`config.mk`:
```
export PLATFORM = sky130hd
export DESIGN_NAME = ssd1306_procedure_scheduler_flat
export DESIGN_NICKNAME = d
export VERILOG_FILES = /design/src/rtl/ssd1306_procedure_scheduler_pkg.sv /design/src/rtl/ssd1306_procedure_scheduler_if.sv /design/src/rtl/ssd1306_refresh_timer.sv /design/src/rtl/ssd1306_procedure_scheduler.sv /design/src/flat_wrapper.sv
export SDC_FILE = /design/constraint.sdc
export NUM_CORES = 1
export LEC_CHECK = 0
export CELL_PAD_IN_SITES_DETAIL_PLACEMENT = 1
export CELL_PAD_IN_SITES_GLOBAL_PLACEMENT = 2
export CORE_ASPECT_RATIO = 0.9
export CORE_UTILIZATION = 34
export DETAILED_ROUTE_END_ITERATION = 10
export PLACE_DENSITY = 0.79
export SKIP_CTS_REPAIR_TIMING = 1
export SLEW_MARGIN = 20
export SYNTH_ARGS = -nofsm -noshare
export SYNTH_HDL_FRONTEND = slang
export SYNTH_SLANG_ARGS = --single-unit
```
`constraint.sdc`:
```
create_clock -name clk_in -period 5.7 [get_ports clk_in]
set_clock_uncertainty 0.2 [all_clocks]
set_input_delay 0.57 -clock clk_in [delete_from_list [all_inputs] [get_ports clk_in]]
set_output_delay 0.57 -clock clk_in [all_outputs]
set_load 0.01 [all_outputs]
```
`src/rtl/ssd1306_procedure_scheduler_pkg.sv`:
```
// Shared types and default ROM offsets for the SSD1306 procedure scheduler.
// The offset defaults must stay in sync with the microcode ROM build.
package ssd1306_pkg;

    typedef enum logic [1:0] {
        KIND_INIT,
        KIND_OFF,
        KIND_REFRESH
    } proc_kind_t;

    typedef enum logic [1:0] {
        S_IDLE,
        S_START,
        S_WAIT_DONE
    } sched_state_t;

    localparam int DEFAULT_MICROCODE_SIZE   = 48;
    localparam int DEFAULT_OFFSET_INIT      = 0;
    localparam int DEFAULT_OFFSET_POWER_OFF = 24;
    localparam int DEFAULT_OFFSET_REFRESH   = 36;

    // Folds an offset into the ROM range so an out-of-range value never
    // addresses past the end of the executor ROM.
    function automatic int fold_offset(input int offset, input int size);
        return (offset < size) ? offset : (offset % size);
    endfunction

endpackage

```
`src/rtl/ssd1306_procedure_scheduler_if.sv`:
```
// Handshake between the scheduler (master) and the microcode executor (slave).
interface ssd1306_procedure_scheduler_if #(
    parameter int ADDR_BITS = 6
);
    logic [ADDR_BITS-1:0] procedure_offset_out;
    logic                 procedure_start_out;
    logic                 procedure_done_in;
    logic                 spi_ready_in;

    modport master (
        output procedure_offset_out,
        output procedure_start_out,
        input  procedure_done_in,
        input  spi_ready_in
    );

    modport slave (
        input  procedure_offset_out,
        input  procedure_start_out,
        output procedure_done_in,
        output spi_ready_in
    );
endinterface

```
`src/rtl/ssd1306_refresh_timer.sv`:
```
// Free-running period counter; emits a one-cycle tick on the last count and
// sits at zero whenever it is disabled.
module ssd1306_refresh_timer #(
    parameter int PERIOD = 20000
) (
    input  logic clk_in,
    input  logic resetn_in,
    input  logic enable,
    output logic tick
);
    localparam int CW = (PERIOD > 2) ? $clog2(PERIOD) : 1;
    localparam logic [CW-1:0] LAST = CW'(PERIOD - 1);

    logic [CW-1:0] count;

    // Count 0..PERIOD-1 while enabled, wrap at the end, clear when disabled.
    always_ff @(posedge clk_in) begin
        if (!resetn_in || !enable) begin
            count <= '0;
        end else if (count == LAST) begin
            count <= '0;
        end else begin
            count <= count + 1'b1;
        end
    end

    assign tick = enable && (count == LAST);
endmodule

```
`src/rtl/ssd1306_procedure_scheduler.sv`:
```
// Picks which microcode procedure the SSD1306 executor runs next (power-off,
// init, refresh), starts it, and tracks panel power state.
module ssd1306_procedure_scheduler
    import ssd1306_pkg::*;
#(
    parameter int MICROCODE_SIZE   = DEFAULT_MICROCODE_SIZE,
    parameter int OFFSET_INIT      = DEFAULT_OFFSET_INIT,
    parameter int OFFSET_POWER_OFF = DEFAULT_OFFSET_POWER_OFF,
    parameter int OFFSET_REFRESH   = DEFAULT_OFFSET_REFRESH,
    parameter int REFRESH_PERIOD   = 20000,
    parameter int START_TIMEOUT    = 15,
    parameter int AUTO_INIT        = 1
) (
    input  logic clk_in,
    input  logic resetn_in,
    input  logic power_on_req_in,
    input  logic power_off_req_in,
    input  logic refresh_req_in,
    input  logic auto_refresh_en_in,
    ssd1306_procedure_scheduler_if.master exec_if,
    output logic busy_out,
    output logic powered_out,
    output logic frame_done_out,
    output logic error_out
);
    localparam int ADDR_BITS = $clog2(MICROCODE_SIZE);
    localparam int TW        = $clog2(START_TIMEOUT + 1);

    localparam logic [ADDR_BITS-1:0] ADDR_INIT    = ADDR_BITS'(fold_offset(OFFSET_INIT, MICROCODE_SIZE));
    localparam logic [ADDR_BITS-1:0] ADDR_OFF     = ADDR_BITS'(fold_offset(OFFSET_POWER_OFF, MICROCODE_SIZE));
    localparam logic [ADDR_BITS-1:0] ADDR_REFRESH = ADDR_BITS'(fold_offset(OFFSET_REFRESH, MICROCODE_SIZE));
    localparam logic [TW-1:0]        START_LAST   = TW'(START_TIMEOUT - 1);

    sched_state_t         state_q, state_d;
    proc_kind_t           kind_q, kind_d;
    logic [ADDR_BITS-1:0] offset_q, offset_d;
    logic [TW-1:0]        start_cnt_q, start_cnt_d;
    logic                 start_q, start_d;
    logic                 powered_q, powered_d;
    logic                 frame_done_q, frame_done_d;
    logic                 error_q, error_d;
    logic                 pend_on_q, pend_on_d;
    logic                 pend_off_q, pend_off_d;
    logic                 pend_refresh_q, pend_refresh_d;
    logic                 timer_tick;
    logic                 init_in_flight;
    logic                 set_on, set_off, set_refresh, drop_on;
    logic                 off_complete;

    ssd1306_refresh_timer #(
        .PERIOD (REFRESH_PERIOD)
    ) u_refresh_timer (
        .clk_in    (clk_in),
        .resetn_in (resetn_in),
        .enable    (powered_q && auto_refresh_en_in),
        .tick      (timer_tick)
    );

    assign init_in_flight = (state_q != S_IDLE) && (kind_q == KIND_INIT);
    assign set_on         = power_on_req_in && !powered_q;
    assign set_refresh    = (refresh_req_in || timer_tick) && powered_q;
    assign set_off        = power_off_req_in && (powered_q || init_in_flight);
    assign drop_on        = power_off_req_in && !powered_q && !init_in_flight;

    // Register all scheduler state; reset re-arms the init request if enabled.
    always_ff @(posedge clk_in) begin
        if (!resetn_in) begin
            state_q        <= S_IDLE;
            kind_q         <= KIND_INIT;
            offset_q       <= '0;
            start_cnt_q    <= '0;
            start_q        <= 1'b0;
            powered_q      <= 1'b0;
            frame_done_q   <= 1'b0;
            error_q        <= 1'b0;
            pend_on_q      <= (AUTO_INIT != 0);
            pend_off_q     <= 1'b0;
            pend_refresh_q <= 1'b0;
        end else begin
            state_q        <= state_d;
            kind_q         <= kind_d;
            offset_q       <= offset_d;
            start_cnt_q    <= start_cnt_d;
            start_q        <= start_d;
            powered_q      <= powered_d;
            frame_done_q   <= frame_done_d;
            error_q        <= error_d;
            pend_on_q      <= pend_on_d;
            pend_off_q     <= pend_off_d;
            pend_refresh_q <= pend_refresh_d;
        end
    end

    // Dispatch, start handshake and completion handling, then fold in new
    // requests so that a fresh request survives a same-cycle dispatch clear.
    always_comb begin
        state_d        = state_q;
        kind_d         = kind_q;
        offset_d       = offset_q;
        start_cnt_d    = start_cnt_q;
        start_d        = start_q;
        powered_d      = powered_q;
        frame_done_d   = 1'b0;
        error_d        = error_q;
        pend_on_d      = pend_on_q;
        pend_off_d     = pend_off_q;
        pend_refresh_d = pend_refresh_q;
        off_complete   = 1'b0;

        case (state_q)
            S_IDLE: begin
                if (exec_if.procedure_done_in && exec_if.spi_ready_in &&
                    (pend_off_q || pend_on_q || pend_refresh_q)) begin
                    start_d     = 1'b1;
                    start_cnt_d = '0;
                    state_d     = S_START;
                    if (pend_off_q) begin
                        kind_d     = KIND_OFF;
                        offset_d   = ADDR_OFF;
                        pend_off_d = 1'b0;
                    end else if (pend_on_q) begin
                        kind_d    = KIND_INIT;
                        offset_d  = ADDR_INIT;
                        pend_on_d = 1'b0;
                    end else begin
                        kind_d         = KIND_REFRESH;
                        offset_d       = ADDR_REFRESH;
                        pend_refresh_d = 1'b0;
                    end
                end
            end
            S_START: begin
                if (!exec_if.procedure_done_in) begin
                    start_d = 1'b0;
                    state_d = S_WAIT_DONE;
                end else if (start_cnt_q == START_LAST) begin
                    start_d = 1'b0;
                    error_d = 1'b1;
                    state_d = S_IDLE;
                end else begin
                    start_cnt_d = start_cnt_q + 1'b1;
                end
            end
            S_WAIT_DONE: begin
                if (exec_if.procedure_done_in) begin
                    case (kind_q)
                        KIND_INIT:    powered_d = 1'b1;
                        KIND_OFF: begin
                            powered_d    = 1'b0;
                            off_complete = 1'b1;
                        end
                        KIND_REFRESH: frame_done_d = 1'b1;
                        default:      frame_done_d = 1'b0;
                    endcase
                    state_d = S_IDLE;
                end
            end
            default: state_d = S_IDLE;
        endcase

        if (set_on)       pend_on_d      = 1'b1;
        if (drop_on)      pend_on_d      = 1'b0;
        if (set_off)      pend_off_d     = 1'b1;
        if (set_refresh)  pend_refresh_d = 1'b1;
        if (off_complete) pend_refresh_d = 1'b0;
    end

    assign exec_if.procedure_offset_out = offset_q;
    assign exec_if.procedure_start_out  = start_q;
    assign busy_out                     = (state_q != S_IDLE);
    assign powered_out                  = powered_q;
    assign frame_done_out               = frame_done_q;
    assign error_out                    = error_q;
endmodule

```
`src/flat_wrapper.sv`:
```
// flat-port wrapper written by rule: the top's interface ports become plain ports
module ssd1306_procedure_scheduler_flat import ssd1306_pkg::*;
#(
    parameter int MICROCODE_SIZE   = DEFAULT_MICROCODE_SIZE,
    parameter int OFFSET_INIT      = DEFAULT_OFFSET_INIT,
    parameter int OFFSET_POWER_OFF = DEFAULT_OFFSET_POWER_OFF,
    parameter int OFFSET_REFRESH   = DEFAULT_OFFSET_REFRESH,
    parameter int REFRESH_PERIOD   = 20000,
    parameter int START_TIMEOUT    = 15,
    parameter int AUTO_INIT        = 1
)
  (clk_in, resetn_in, power_on_req_in, power_off_req_in, refresh_req_in, auto_refresh_en_in, busy_out, powered_out, frame_done_out, error_out, exec_if_procedure_offset_out, exec_if_procedure_start_out, exec_if_procedure_done_in, exec_if_spi_ready_in);
  ssd1306_procedure_scheduler_if #(.ADDR_BITS((6))) exec_if_i ();
  input  logic clk_in;
  input  logic resetn_in;
  input  logic power_on_req_in;
  input  logic power_off_req_in;
  input  logic refresh_req_in;
  input  logic auto_refresh_en_in;
  output logic busy_out;
  output logic powered_out;
  output logic frame_done_out;
  output logic error_out;
  output wire logic [$bits(exec_if_i.procedure_offset_out)-1:0] exec_if_procedure_offset_out;
  output wire logic [$bits(exec_if_i.procedure_start_out)-1:0] exec_if_procedure_start_out;
  input wire logic [$bits(exec_if_i.procedure_done_in)-1:0] exec_if_procedure_done_in;
  input wire logic [$bits(exec_if_i.spi_ready_in)-1:0] exec_if_spi_ready_in;
  assign exec_if_procedure_offset_out = exec_if_i.procedure_offset_out;
  assign exec_if_procedure_start_out = exec_if_i.procedure_start_out;
  assign exec_if_i.procedure_done_in = exec_if_procedure_done_in;
  assign exec_if_i.spi_ready_in = exec_if_spi_ready_in;
  ssd1306_procedure_scheduler #(.MICROCODE_SIZE(MICROCODE_SIZE), .OFFSET_INIT(OFFSET_INIT), .OFFSET_POWER_OFF(OFFSET_POWER_OFF), .OFFSET_REFRESH(OFFSET_REFRESH), .REFRESH_PERIOD(REFRESH_PERIOD), .START_TIMEOUT(START_TIMEOUT), .AUTO_INIT(AUTO_INIT)) u_core (.clk_in(clk_in), .resetn_in(resetn_in), .power_on_req_in(power_on_req_in), .power_off_req_in(power_off_req_in), .refresh_req_in(refresh_req_in), .auto_refresh_en_in(auto_refresh_en_in), .exec_if(exec_if_i), .busy_out(busy_out), .powered_out(powered_out), .frame_done_out(frame_done_out), .error_out(error_out));
endmodule
```
==> impl_metrics.csv <==
group,metric,value,unit
finish,final_common_cell,"dfxtp_1",
pwr,switchingPower,0.0967,mW
worst_setup_path,r2r_end,"u_core.u_refresh_timer.count[10]",
pwr,p_total,0.446,mW
drt,drc,0,
finish,final_cell_mix,"dfxtp_1, nor2_1, clkdlybuf4s50_1",
pwr,powerDensity,266,mW/mm^2
drt,viasPerCell,4.95,
job,maxCapViolCount,0,
drt,routed_wl,3040,um
cts,cts_sinks,30,
cts,cts.htree.levels,2,
floorplanning,start_util,36.6,%
cts,cts-root-buf,"clkbuf_8",
placed_design,io_buffers,16,
grt,grt_pass1_vias,1150,
drt,num_vias,1114,
drt,ant_nets,0,
synthesis,seq_area_frac_synth,43.1,%
grt,grt_pass1_wl,5430,um
pwr,p_clk_share,45.0,%
floorplanning,dieHeight,62.7,um
synthesis,synth_cell_types,41,
worst_setup_path,cp-endpoint,"u_core.start_cnt_q[3]",
floorplanning,rows,21,
finish,drive_gt1_share,7.82,%
synthesis,netlist_area,0.00139,mm^2
synthesis,async_reset_ff_share,0,%
pwr,combPwrFrac,6.5,%
synthesis,ys_warn_count,0,
floorplanning,ioPinCount,19,
worst_setup_path,rr_startpoint,"u_core.u_refresh_timer.count[5]",
sta,finalHoldViolCount,0,
finish,largest_reg_flops,15,
sta,maxSlewViolCount,0,
synthesis,ys_ff_latch,30,
placed_design,place_hpwl,2240,um
finish,num-fill-cells,452,
finish,regMostFlops,"u_core.u_refresh_timer.count",
worst_setup_path,worstPathRequired,5.67,ns
worst_setup_path,reg2reg_slack,3.75,ns
floorplanning,design.core.area,0.00381,mm^2
sta,maxSlewHeadroom,62.1,%
hold_path,hold_path_class,"reg2reg",
worst_setup_path,ff2ff_path_depth,4,
synthesis,synth_cells,161,
sta,tns,0,ns
worst_setup_path,critPathLaunchType,"input port",
cts,cts_max_path_buffers,2,
cts,cts_made_buffers,5,
grt,met2_usage,24.0,%
cts,clock_latency,0.28,ns
finish,final_nets,189,
pwr,power_frac_seq,48.5,%
grt,met1_usage,20.6,%
pwr,netSwitchingFraction,21.7,%
sta,worstMarginPinSlew,0.564,ns
sta,max_freq,0.428,GHz
sta,setup_viol_count_final,0,
grt,top_usage_layer,"met2",
floorplanning,die-area,0.00436,mm^2
grt,gr-usage-all-layers,16.1,%
grt,grt.met3_usage,5.65,%
synthesis,synth_ff_type,"dfxtp_1",
drt,avgRoutedWirePerCell,13.5,um
run_status,status,"completed",
drt,drt_iter0_drc,53,
pwr,p_int,0.349,mW
worst_setup_path,crit_start,"exec_if_procedure_done_in",
sta,fin_crit,2.34,ns
worst_setup_path,cp_max_fo,8,
sta,rsz0062_at_grt,"false",
finish,largest_registers,"u_core.u_refresh_timer.count (15), u_core.start_cnt_q (4), u_core.state_q (2)",
floorplanning,die_x,69.5,um
synthesis,syn_avg_cell_area,8.65,um^2
grt,antenna_found_initial,0,
pwr,power_leakage,0.549,nW
pwr,peakVddDrop,0.122,mV
grt,overflow,0,
sta,period_share,41.0,%
drt,dr.pass1.iters,3,
cts,path_clk_slew,0.06,ns
cts,cts_tree,"done",
worst_setup_path,worstSetupEndpointType,"flip-flop",
grt,grt_max_degree,15,
finish,synthToLayoutAreaGrowth,20.3,%
finish,diodes,0,
synthesis,synth_edf_count,0,
worst_setup_path,arrival,2.31,ns
placed_design,place.gp.congestion,0.745,
worst_setup_path,path_class,"in2reg",
metrics by stage:
| stage | cell area [um^2] | instances | utilization [%] | setup slack, ns | hold WS [ns] |
|---|---|---|---|---|---|
| floorplan | 1400 | 162 | - | 3.88 | 0.230 |
| global placement | 1570 | 217 | 41.1 | 3.14 | 0.244 |
| detailed placement | 1570 | 217 | 41.1 | 3.08 | 0.255 |
| CTS | 1680 | 225 | 44.0 | 3.38 | 0.271 |
| global route | 1680 | 225 | 44.0 | 3.23 | 0.285 |
| finish | 1680 | 225 | 44.0 | 3.36 | 0.265 |
worst min-delay path by stage:
stage	startpoint	slack, ns	end	cells after the start
finish	u_core.u_refresh_timer.count[0]	0.26	u_core.u_refresh_timer.count[0]	1
global placement	u_core.u_refresh_timer.count[0]	0.24	u_core.u_refresh_timer.count[0]	1
detailed placement	u_core.u_refresh_timer.count[0]	0.25	u_core.u_refresh_timer.count[0]	1
global route	u_core.u_refresh_timer.count[0]	0.28	u_core.u_refresh_timer.count[0]	1
floorplan	u_core.u_refresh_timer.count[0]	0.23	u_core.u_refresh_timer.count[0]	1
CTS	u_core.u_refresh_timer.count[0]	0.27	u_core.u_refresh_timer.count[0]	1
routing by layer:
layer	vias to the layer above	wire length, um
met4	0	44
met3	4	108
met5	-	0
li1	575	-
met1	521	1580
met2	14	1310
worst max-delay path, cell delays in order:
cell	delay, ns
clkdlybuf4s50_1	0.57
nand4bb_1	0.31
o22ai_2	0.41
nand4_1	0.15
mux2_2	0.29
Yosys cell counts (2+ instances only):
master / n / area [um^2]
nor3_1: 6 / 30.0
inv_1: 7 / 26.3
o21ai_0: 5 / 25.0
ha_1: 3 / 37.5
or2_2: 2 / 12.5
mux2i_1: 2 / 20.0
buf_4: 4 / 30.0
nand3b_1: 2 / 15.0
a21boi_0: 2 / 15.0
dfxtp_1: 30 / 601
a21oi_1: 2 / 10.0
nand3_1: 7 / 35.0
xor2_1: 4 / 35.0
nor4_1: 3 / 18.8
nor2_1: 27 / 101
and2_1: 2 / 12.5
clkbuf_1: 2 / 7.51
nand2_1: 12 / 45.0
nand2b_1: 2 / 12.5
nor2b_1: 3 / 18.8
nand4_1: 5 / 31.3
xnor2_1: 10 / 87.6
layout make-up:
| cell class | instances | area, um^2 | area share [%] |
|---|---|---|---|
| multi-input cells | 118 | 721 | 43.0 |
| flip-flops and latches | 30 | 601 | 35.8 |
| repair buffers | 16 | 160 | 9.56 |
| clock buffers | 8 | 110 | 6.57 |
| well taps | 46 | 57.6 | 3.44 |
| inverters | 7 | 26.3 | 1.57 |
cells by family (layout without fill, tap and decap cells):
kind of cell / count (synthesis) / after routing / synth area share (%)
muxes: 3 / 3 / 2.25
buffers and inverters: 14 / 31 / 5.39
xor gates and xnor gates: 14 / 14 / 8.80
AOI/OAI and AO/OA: 17 / 17 / 8.36
DFF: 30 / 30 / 43.1
other: 1 / 2 / 0.269
and+or+nand+nor: 79 / 79 / 29.1
adders and majority gates: 3 / 3 / 2.70
power groups by stage:
stage | Combinational [mW] | Sequential (mW) | Clock [mW]
global placement | 0.0288 | 0.221 | 0
floorplan | 0.0176 | 0.221 | 0
detailed placement | 0.0291 | 0.221 | 0
CTS | 0.0294 | 0.216 | 0.209
finish | 0.0290 | 0.216 | 0.201
global route | 0.0323 | 0.217 | 0.218
Power figures use the tool's default switching activity.
